## config.mk

```make
export PLATFORM = sky130hd
export DESIGN_NAME = uart_rx
export DESIGN_NICKNAME = d
export VERILOG_FILES = /design/src/rtl/uart_rx.sv
export SDC_FILE = /design/constraint.sdc
export NUM_CORES = 1
export LEC_CHECK = 0
export CAP_MARGIN = 10
export CORE_UTILIZATION = 50
export DETAILED_ROUTE_END_ITERATION = 10
export GPL_ROUTABILITY_DRIVEN = 0
export GPL_TIMING_DRIVEN = 0
export PLACE_DENSITY = 0.76
export SLEW_MARGIN = 20
export SYNTH_ARGS = -nofsm -noshare
export SYNTH_HDL_FRONTEND = slang
export SYNTH_SLANG_ARGS = --single-unit
export TNS_END_PERCENT = 5
```

## constraint.sdc

```tcl
create_clock -name clk -period 1.9 [get_ports clk]
set_input_delay 0.285 -clock clk [delete_from_list [all_inputs] [get_ports clk]]
set_output_delay 0.285 -clock clk [all_outputs]
set_load 0.02 [all_outputs]
```

## src/rtl/uart_rx.sv

```systemverilog
`default_nettype none
// ============================================================================
// Module      : uart_rx
// Description : Serial receiver (start, LSB-first data, optional even parity,
//               stop), with mid-bit sampling on a 2-flop synchronized line.
//               Optional parity bit enabled by the macro UART_RX_PARITY_EN.
// Revision    : 1.0 - initial release
// ============================================================================
module uart_rx #(
    parameter int transfer_speed = 4800,
    parameter int package_size   = 8,
    parameter int frequency      = 27_000_000
) (
    input  logic                    clk,
    input  logic                    rst_n,
    input  logic                    rx,
    output logic [package_size-1:0] data,
    output logic                    data_valid,
    output logic                    frame_error,
    output logic                    parity_error
);

    localparam int              c_clks      = frequency / transfer_speed;
    localparam logic [26:0]     c_full_last = 27'(c_clks - 1);
    localparam logic [26:0]     c_half_last = 27'(c_clks / 2 - 1);
    localparam int              c_bw        = $clog2(package_size + 1);
    localparam logic [c_bw-1:0] c_bit_last  = c_bw'(package_size - 1);

`ifdef UART_RX_PARITY_EN
    typedef enum logic [2:0] {
        S_IDLE   = 3'd0,
        S_START  = 3'd1,
        S_DATA   = 3'd2,
        S_PARITY = 3'd3,
        S_STOP   = 3'd4
    } state_t;
`else
    typedef enum logic [2:0] {
        S_IDLE  = 3'd0,
        S_START = 3'd1,
        S_DATA  = 3'd2,
        S_STOP  = 3'd4
    } state_t;
`endif

    state_t                  r_state;
    state_t                  w_state_next;
    logic                    r_rx_meta;
    logic                    r_rx_s;
    logic [26:0]             r_cnt;
    logic [c_bw-1:0]         r_bit_cnt;
    logic [package_size-1:0] r_shift;
    logic                    r_armed;
    logic                    w_cnt_clr;
    logic                    w_shift_en;
    logic                    w_stop_hit;
    logic                    w_par_ok;

    always_ff @(posedge clk or negedge rst_n) begin
        if (!rst_n) begin
            r_rx_meta <= 1'b1;
            r_rx_s    <= 1'b1;
        end else begin
            r_rx_meta <= rx;
            r_rx_s    <= r_rx_meta;
        end
    end

    always_ff @(posedge clk or negedge rst_n) begin
        if (!rst_n) r_state <= S_IDLE;
        else        r_state <= w_state_next;
    end

`ifdef UART_RX_PARITY_EN
    logic w_par_hit;
`endif

    always_comb begin
        w_state_next = r_state;
        w_cnt_clr    = 1'b0;
        w_shift_en   = 1'b0;
        w_stop_hit   = 1'b0;
`ifdef UART_RX_PARITY_EN
        w_par_hit    = 1'b0;
`endif
        case (r_state)
            S_IDLE: begin
                if (!r_rx_s && r_armed) begin
                    w_state_next = S_START;
                    w_cnt_clr    = 1'b1;
                end
            end
            S_START: begin
                if (r_cnt == c_half_last) begin
                    if (!r_rx_s) begin
                        w_state_next = S_DATA;
                        w_cnt_clr    = 1'b1;
                    end else begin
                        w_state_next = S_IDLE;
                    end
                end
            end
            S_DATA: begin
                if (r_cnt == c_full_last) begin
                    w_cnt_clr  = 1'b1;
                    w_shift_en = 1'b1;
                    if (r_bit_cnt == c_bit_last) begin
`ifdef UART_RX_PARITY_EN
                        w_state_next = S_PARITY;
`else
                        w_state_next = S_STOP;
`endif
                    end
                end
            end
`ifdef UART_RX_PARITY_EN
            S_PARITY: begin
                if (r_cnt == c_full_last) begin
                    w_cnt_clr    = 1'b1;
                    w_par_hit    = 1'b1;
                    w_state_next = S_STOP;
                end
            end
`endif
            S_STOP: begin
                // Back to IDLE on the sample cycle so a start edge half a bit later is seen.
                if (r_cnt == c_full_last) begin
                    w_cnt_clr    = 1'b1;
                    w_stop_hit   = 1'b1;
                    w_state_next = S_IDLE;
                end
            end
            default: w_state_next = S_IDLE;
        endcase
    end

    always_ff @(posedge clk or negedge rst_n) begin
        if (!rst_n) begin
            r_cnt     <= 27'd0;
            r_bit_cnt <= '0;
            r_shift   <= '0;
        end else begin
            if (w_cnt_clr)             r_cnt <= 27'd0;
            else if (r_state != S_IDLE) r_cnt <= r_cnt + 27'd1;

            if (r_state == S_START)    r_bit_cnt <= '0;
            else if (w_shift_en)       r_bit_cnt <= r_bit_cnt + 1'b1;

            if (w_shift_en) r_shift <= {r_rx_s, r_shift[package_size-1:1]};
        end
    end

    // A stop bit seen low disarms start detection until the line returns high.
    always_ff @(posedge clk or negedge rst_n) begin
        if (!rst_n)                     r_armed <= 1'b1;
        else if (w_stop_hit && !r_rx_s) r_armed <= 1'b0;
        else if (r_rx_s)                r_armed <= 1'b1;
    end

`ifdef UART_RX_PARITY_EN
    logic r_par_err;

    always_ff @(posedge clk or negedge rst_n) begin
        if (!rst_n)         r_par_err <= 1'b0;
        else if (w_par_hit) r_par_err <= r_rx_s ^ (^r_shift);
    end

    always_ff @(posedge clk or negedge rst_n) begin
        if (!rst_n) parity_error <= 1'b0;
        else        parity_error <= w_stop_hit & r_par_err;
    end

    assign w_par_ok = ~r_par_err;
`else
    assign w_par_ok     = 1'b1;
    assign parity_error = 1'b0;
`endif

    always_ff @(posedge clk or negedge rst_n) begin
        if (!rst_n) begin
            data        <= '0;
            data_valid  <= 1'b0;
            frame_error <= 1'b0;
        end else begin
            data_valid  <= w_stop_hit & r_rx_s & w_par_ok;
            frame_error <= w_stop_hit & ~r_rx_s;
            if (w_stop_hit && r_rx_s && w_par_ok) data <= r_shift;
        end
    end

endmodule
`default_nettype wire

```

==> results_dict.tcl, run 1 <==
set metrics [dict create \
    outcome "finished, violations left" \
    violations "hold timing, setup timing" \
    area_delta_synth_final_pct 19.7 \
    ys_ff_latch 55 \
    path_class "flop to flop" \
    required_ps 2110 \
    grt_max_degree 56 \
    synth_warnings 0 \
    clk-insertion-delay-late_ps 310 \
    routed_wl_mm 6.05 \
    critPathTopFamily "simple AND/OR/NAND/NOR gates" \
    synth-main-ff-cell "dfrtp_1" \
    finClkSkew_ps 8.26 \
    place_area_um2 3040 \
    crit_buf_inv 1 \
    io_pins 14 \
    core_region_area_um2 5470 \
    crit_chain "inv_2 > ha_4 > nand4bb_1 > nor2_4 > and3_4 > nand4_4 > mux2_4" \
    utilization 0.619 \
    dr.first_iter.drc_count 111 \
    finalInstanceArea_um2 3390 \
    yosys.area.top_type "dfrtp_1" \
    synthMostInstantiatedCell "dfrtp_1" \
    grtUsageTotal 0.211 \
    nFillCells 458 \
    wl_per_cell_um 16.1 \
    hold_slack_ps -15.9 \
    setup_slack_ps -48.9 \
    power_density_nw_per_um2 722 \
    fin_crit_ps 1950 \
    synth_edf_count 0 \
    synth.top_cell.area_share 0.459 \
    rsz0062_at_grt "yes" \
    grt_pass1_wl_mm 10.0 \
    maxCapViolations 0 \
    grt_antenna_before_repair 0 \
    diodes 0 \
    grt_pass1_vias 2068 \
    drc 0 \
    maxSlewViolCount 0 \
    vias 2185 \
    drive_gt1_frac 0.299 \
    finalHoldViolations 6 \
    nets 309 \
    setup_viol 14 \
    ant_nets 0 \
    cts_tree "yes" \
    syn-cell-area_um2 2830 \
    synth-seq-area-share 0.487 \
    max_stage_delay_ps 460 \
    die_y_um 77.3 \
    start_util 0.518 \
    clock_tree.root_cell "clkbuf_8" \
    dr.pass1.iters 4 \
    r2r_start "r_cnt[0]" \
    grt-ovfl-total 0 \
    worst_pin_slew_ps 698 \
    std_cell_rows 27 \
    synth_nets 273 \
    reg2reg_slack_ps -50 \
    cts_sinks 55 \
    cp_slowest_cell "dfrtp_2" \
    syn_area_per_cell_um2 10.6 \
    ys_async_sr_fraction 1.00 \
    fp.dieW_um 77.3 \
    leakage_nw 1.50 \
    clk_pin_slew_ps 110 \
    holdBufCountCts 0 \
    worstPathArrival_ps 2160 \
    syn_inst 267 \
    cp-start-kind "flop" \
    portBuffers 12 \
    cts_max_level 2 \
    critPathMaxFanout 8 \
    hold_class "primary input to async pin" \
    synthDistinctLibCells 54 \
    period_share 1.03 \
    synth_common_cells "52 x dfrtp_1, 31 x nor2_1, 18 x nand2_1" \
    fmax_mhz 513 \
    r2r-end "data[6]" \
    slew_headroom 0.535 \
    viasPerCell 5.81 \
    endpoint_kind "flop" \
    clockBufferDepth 2 \
    synthTopCellsByArea "dfrtp_1 46%, mux2_2 6.4%, xor2_1 4.9%" \
    irDropWorstVdd_mv 0.526 \
    r2r_cells 7 \
    post-dp-hpwl_mm 3.79 \
    die-area_um2 5970 \
    numCtsBuffers 5 \
]
==> cell families after synthesis <==
group	Yosys count	synth area share
flops	55	0.487
other cells	1	0.00132
simple gates	132	0.276
fa+ha+maj	3	0.0133
xor+xnor	21	0.0649
compound gates	23	0.0539
buf+inv	14	0.0327
mux	18	0.0707
==> state kept, by name (all words and copies together), names as in the netlist <==
register / cells
frame_error: 1
data: 8
r_shift: 8
r_rx_meta: 1
data_valid: 1
r_rx_s: 1
r_bit_cnt: 4
r_cnt: 27
r_state: 3
r_armed: 1
==> area by class of cell <==
cell class                      instances  area [µm²]  area share
Inverter                                4        15.0     0.00443
Buffer                                 10        83.8      0.0247
Multi-Input combinational cell        198        1470       0.432
Sequential cell                        55        1390       0.409
Clock inverter                          3        31.3     0.00923
Tap cell                               72        90.1      0.0266
Timing Repair Buffer                   29         249      0.0735
Clock buffer                            5        68.8      0.0203
==> report_power, final <==
part	internal (W)	total, W	switching [W]
clock network	0.000284	0.000709	0.000425
logic	0.000179	0.000391	0.000212
registers	0.00124	0.00135	0.000107
==> per-layer routing <==
metal	wire length, µm	global-route usage	part of all wire
met1	2790	0.304	0.46
met2	2920	0.326	0.48
met3	235	0.0345	0.039
met4	97	0.0642	0.016
met5	0	0	0
==> what timing repair did <==
item,4_1_cts,5_1_grt
pin swaps,1,7
setup buffers,6,9
resized for setup,13,23
setup endpoints to repair,44,44
cloned,2,0
==> worst register-to-register path, delay by kind of cell, from the launching register on <==
family | cells | cell delay (ps)
fa+ha+maj | 1 | 120
buf+inv | 1 | 90
flops | 1 | 460
mux | 1 | 360
simple gates | 4 | 810
==> placed cells by master (no fill, tap or decap), types with 4 or more instances in the layout <==
cell              n
xor2_1           16
and4_1            4
nand2_1          18
buf_4            19
nor2_1           30
and3_1            5
nor3_1            6
or3_1             5
o21ai_0           7
clkdlybuf4s50_1  11
a21oi_1           6
nand4_1          13
dfrtp_2           5
clkbuf_8          5
mux2_2           14
nand3_1          11
dfrtp_1          47
buf_6             6
xnor2_1           5
==> worst max path at each step <==
| stage | start | end | slack, ps | depth (start not counted) |
|---|---|---|---|---|
| floorplan | r_cnt[12] | r_cnt[11] | 50 | 6 |
| global placement | rst_n | r_cnt[6] | -1150 | 1 |
| detailed placement | r_cnt[12] | r_cnt[5] | -170 | 6 |
| CTS | r_cnt[0] | r_bit_cnt[3] | -10 | 7 |
| global route | r_armed | r_cnt[26] | -120 | 5 |
| finish | r_cnt[0] | data[6] | -50 | 7 |
==> stage by stage <==
step	setup WS (ps)	total power, W	cells	TNS, ps
floorplan	51.4	0.00155	267	0
global placement	-1150	0.00163	351	-64390
detailed placement	-171	0.00164	351	-4280
CTS	-14.1	0.00238	367	-66.0
global route	-122	0.00255	376	-2110
finish	-48.9	0.00245	376	-240
Power figures use the tool's default switching activity.
==> run 2: changes to the inputs <==
CAP_MARGIN = 15   (was 10)
PLACE_DENSITY = unset   (was 0.76)
PLACE_DENSITY_LB_ADDON = 0.05   (was unset)
==> run 2 against run 1 <==
Effect of this change: the flow finishes with violations (setup timing); power is 2.1% lower; critical path type unchanged; clock-buffer cell count stayed put; global-route usage hardly changed; critical endpoint is now r_cnt[18]; sequential share of layout area is 0.35 points higher; register-to-register slack better by 20 ps; worst setup slack better by 20 ps.
==> results_dict.tcl, run 2 (same netlist as run 1, synthesis figures left out) <==
set metrics [dict create \
    hold_class "primary input to async pin" \
    finalInstanceArea_um2 3350 \
    clockBufferDepth 2 \
    clk_pin_slew_ps 100 \
    die_y_um 77.3 \
    leakage_nw 1.47 \
    max_stage_delay_ps 420 \
    finalSetupTns_ps -300 \
    reg_top3 "r_cnt: 27 flops, data: 8 flops, r_shift: 8 flops" \
    numCtsBuffers 5 \
    routed_wl_mm 5.76 \
    post-dp-hpwl_mm 3.86 \
    setup_slack_ps -28.8 \
    cpMostUsedCell "buf_6" \
    worst_pin_slew_ps 703 \
    r2r_start "r_state[1]" \
    p_switching_w 0.000702 \
    ant_nets 0 \
    vias 2042 \
    cts_sinks 55 \
    outcome "finished, violations left" \
    grtUsageTotal 0.211 \
    p_comb_frac 0.161 \
    cp-start-kind "flop" \
    r2r-end "r_cnt[18]" \
    critPathMaxFanout 10 \
    core_region_area_um2 5470 \
    place_area_um2 3040 \
    grt-ovfl-total 0 \
    maxCapViolations 0 \
    dp_cells 351 \
    p_int_w 0.00169 \
    cp_slowest_cell "dfrtp_1" \
    io_pins 14 \
    dr.pass1.iters 5 \
    rsz0062_at_grt "yes" \
    grt_antenna_before_repair 0 \
    grt_pass1_vias 2086 \
    required_ps 2100 \
    fin_crit_ps 1930 \
    final_common_cell "dfrtp_1" \
    clock_tree.root_cell "clkbuf_8" \
    grt_max_degree 56 \
    diodes 0 \
    die-area_um2 5970 \
    slew_headroom 0.531 \
    fp.dieW_um 77.3 \
    maxSlewViolCount 0 \
    finClkSkew_ps 14.0 \
    regMostFlops "r_cnt" \
    viasPerCell 5.49 \
    cts_tree "yes" \
    start_util 0.518 \
    finalHoldViolations 0 \
    irDropWorstVdd_mv 0.423 \
    clk-insertion-delay-late_ps 310 \
    nets 305 \
    final_cell_mix "49 x dfrtp_1, 31 x nor2_1, 18 x nand2_1, 16 x xor2_1, 16 x mux2_2" \
    reg2reg_slack_ps -30 \
    endpoint_kind "flop" \
    path_class "flop to flop" \
    area_delta_synth_final_pct 18.4 \
    crit_chain "buf_6 > or3b_4 > nor4_4 > a21oi_2 > o21ai_4 > buf_6 > buf_8 > nor2_1" \
    fmax_mhz 518 \
    dr.first_iter.drc_count 75 \
    critPathLaunch "r_state[1]" \
    violations "setup timing" \
    final_cells 372 \
    r2r_cells 8 \
    holdBufCountCts 0 \
    grt_pass1_wl_mm 9.92 \
    largest_reg_flops 27 \
    cts_max_level 2 \
    wl_per_cell_um 15.5 \
    setup_viol 22 \
    clkPwrFrac 0.283 \
    endpoint "r_cnt[18]" \
    power_density_nw_per_um2 714 \
    std_cell_rows 27 \
    worstPathArrival_ps 2130 \
    drive_gt1_frac 0.270 \
    portBuffers 12 \
    pwr-share-seq 0.555 \
    switching_share 0.293 \
    period_share 1.02 \
    drc 0 \
    dp_slack_ps -214 \
]
[run 2: cell count changes in the layout (fill, tap and decap cells not counted), sizes merged]
cell / before / now
inv: 7 / 5
buf: 26 / 22
clkinv: 0 / 1
clkinvlp: 0 / 1
[run 2: layout make-up]
cell class | instances | area (µm²)
fill | 482 | 2120
multi-input combinational | 198 | 1420
sequential | 55 | 1380
timing repair buffer | 25 | 255
buffer | 10 | 91.3
tap | 72 | 90.1
clock buffer | 5 | 68.8
clock inverter | 3 | 27.5
inverter | 4 | 15.0
[run 2: stage by stage]
step	hold slack, ps	total power [W]	util
after floorplan	-10.6	0.00155	-
after global placement	346	0.00164	0.556
after detailed placement	348	0.00165	0.556
after CTS	29.0	0.00237	0.593
after global routing	66.9	0.00252	0.613
final	2.51	0.00240	0.613
[run 2: what timing repair did]
action / 4_1_cts / 5_1_grt
gates resized for setup: 11 / 16
pin swaps: 1 / 6
gates cloned: 1 / 0
buffers inserted: 6 / 6
endpoints found under the setup margin: 44 / 42
[run 2: critical path: cells and delay by family, from the launching register on]
kind / cells / cell delay [ps]
compound gates: 2 / 280
buf+inv: 3 / 400
flops: 1 / 420
simple gates: 3 / 720
[run 2: power groups by stage]
stage | Clock (W) | Combinational [W] | Sequential [W]
4_1_cts | 0.000704 | 0.000334 | 0.00133
5_1_grt | 0.000744 | 0.000435 | 0.00134
2_1_floorplan | 0 | 0.000226 | 0.00133
3_5_place_dp | 0 | 0.000298 | 0.00135
3_3_place_gp | 0 | 0.000291 | 0.00135
6_report | 0.000679 | 0.000387 | 0.00133
[run 2: metal layers]
layer  vias up  GRT usage  routed length (µm)
met5         -          0                   0
met4         0     0.0736                  78
met3         8     0.0345                 114
met2        26      0.342                2770
met1       985      0.285                2800
li1       1023          -                   -
[run 2: how the worst min path moves through the flow]
stage | start | end | slack, ps | depth (start not counted)
floorplan | rst_n | data[0] | -10 | 0
global placement | r_rx_meta | r_rx_s | 350 | 0
detailed placement | r_rx_meta | r_rx_s | 350 | 0
CTS | rst_n | r_shift[0] | 30 | 1
global route | rst_n | r_shift[0] | 70 | 1
finish | rst_n | r_bit_cnt[1] | 3 | 1
==> run 3: changes to the inputs <==
REMOVE_ABC_BUFFERS = 1   (was unset)
==> run 3 against run 2 <==
Effect of this change: the flow now finishes without violations; via count rose by 5.0%; cell count stayed put; clock skew is 3.3 ps lower; first-iteration DRC count increased by 110%; non-clock buffer count is 2 lower; register-to-register slack improved by 30 ps; worst hold slack better by 0.65 ps; worst setup slack improved by 31 ps; critical path type unchanged; largest cell class unchanged; largest power group unchanged.
==> results_dict.tcl, run 3 (same netlist as run 1, synthesis figures left out) <==
set metrics [dict create \
    final_cells 372 \
    required_ps 2120 \
    period_share 0.999 \
    start_util 0.518 \
    vias 2144 \
    finalInstanceArea_um2 3400 \
    worstPathArrival_ps 2110 \
    portBuffers 12 \
    outcome "finished, final reports clean" \
    clockBufferDepth 2 \
    post-dp-hpwl_mm 3.61 \
    rsz0062_at_grt "yes" \
    final_common_cell "dfrtp_1" \
    fp.dieW_um 77.3 \
    cp-start-kind "flop" \
    hold_class "primary input to async pin" \
    numCtsBuffers 5 \
    die-area_um2 5970 \
    regMostFlops "r_cnt" \
    finalHoldViolations 0 \
    largest_reg_flops 27 \
    grt_pass1_wl_mm 9.78 \
    drive_gt1_frac 0.320 \
    final_cell_mix "41 x dfrtp_1, 31 x nor2_1, 20 x buf_4, 18 x nand2_1" \
    crit_chain "inv_2 > ha_4 > nand4bb_4 > nor2_4 > nand4_4 > or3_1 > a31o_1" \
    reg_top3 "r_cnt: 27 flops, data: 8 flops, r_shift: 8 flops" \
    endpoint_kind "flop" \
    worst_pin_slew_ps 686 \
    finClkSkew_ps 10.7 \
    utilization 0.622 \
    p_total_w 0.00244 \
    dr.first_iter.drc_count 154 \
    maxSlewViolCount 0 \
    critPathMaxFanout 8 \
    grt-ovfl-total 0 \
    wl_per_cell_um 16.5 \
    cts_tree "yes" \
    dr.pass1.iters 4 \
    slew_headroom 0.543 \
    setup_viol 0 \
    clk_pin_slew_ps 110 \
    diodes 0 \
    routed_wl_mm 6.14 \
    grt_pass1_vias 1967 \
    fmax_mhz 527 \
    fin_crit_ps 1900 \
    cts_max_level 2 \
    cp_slowest_cell "dfrtp_2" \
    irDropWorstVdd_mv 0.515 \
    grt_antenna_before_repair 0 \
    drc 0 \
    nets 305 \
    crit_buf_inv 1 \
    grt_max_degree 56 \
    leakage_nw 1.47 \
    core_region_area_um2 5470 \
    path_class "flop to flop" \
    clock_tree.root_cell "clkbuf_8" \
    clk-insertion-delay-late_ps 310 \
    max_stage_delay_ps 460 \
    critPathTopFamily "simple AND/OR/NAND/NOR gates" \
    ant_nets 0 \
    grtUsageTotal 0.211 \
    dp_cells 341 \
    holdBufCountCts 0 \
    area_delta_synth_final_pct 20.2 \
    finalSetupTns_ps 0 \
    std_cell_rows 27 \
    place_area_um2 2960 \
    io_pins 14 \
    die_y_um 77.3 \
    power_density_nw_per_um2 718 \
    maxCapViolations 0 \
    viasPerCell 5.76 \
    cts_sinks 55 \
]
-- run 3: per-stage QoR --
step                      worst slack, ps  hold WS [ps]
after floorplan                     -75.2         -10.6
after global placement              -1160           354
after CTS                           -48.0          22.0
after detailed placement             -394           350
final                                2.11          3.16
after global routing                -69.3          44.5
-- run 3: metal layers --
layer	track usage	wire length [µm]
met5	0	0
met4	0.0453	46
met3	0.0536	143
met2	0.348	3130
met1	0.280	2820
-- run 3: power breakdown --
part | internal, W | switching [W] | total (W)
clock network | 0.000274 | 0.000419 | 0.000694
registers | 0.00124 | 0.000102 | 0.00134
logic | 0.000185 | 0.000222 | 0.000407
-- run 3: cell type report --
cell class	count	area [µm²]
repair buffers	33	300
flip-flops and latches	55	1390
multi-input cells	200	1510
well taps	72	90.1
fillers	471	2070
clock buffers	5	68.8
inverters	4	15.0
clock inverters	3	27.5
-- run 3: final timing paths --
| kind | startpoint | end | slack, ps | depth (start not counted) |
|---|---|---|---|---|
| max in group asynchronous | rst_n | r_cnt[15] | 1400 | 1 |
| worst max-delay path | r_cnt[0] | r_bit_cnt[3] | 2 | 7 |
| worst min-delay path | rst_n | r_bit_cnt[3] | 3 | 1 |
| worst min register to register | r_rx_meta | r_rx_s | 370 | 0 |
| min in group clk | r_rx_meta | r_rx_s | 370 | 0 |
| worst max register to register | r_cnt[0] | r_bit_cnt[3] | 2 | 7 |
-- run 3: repair_timing --
| action | CTS | global route |
|---|---|---|
| pin swaps | 4 | 10 |
| endpoints found under the hold margin | 0 | 0 |
| endpoints found under the setup margin | 45 | 45 |
| gates cloned | 1 | 1 |
| resized for setup | 19 | 21 |
| buffers inserted | 4 | 17 |
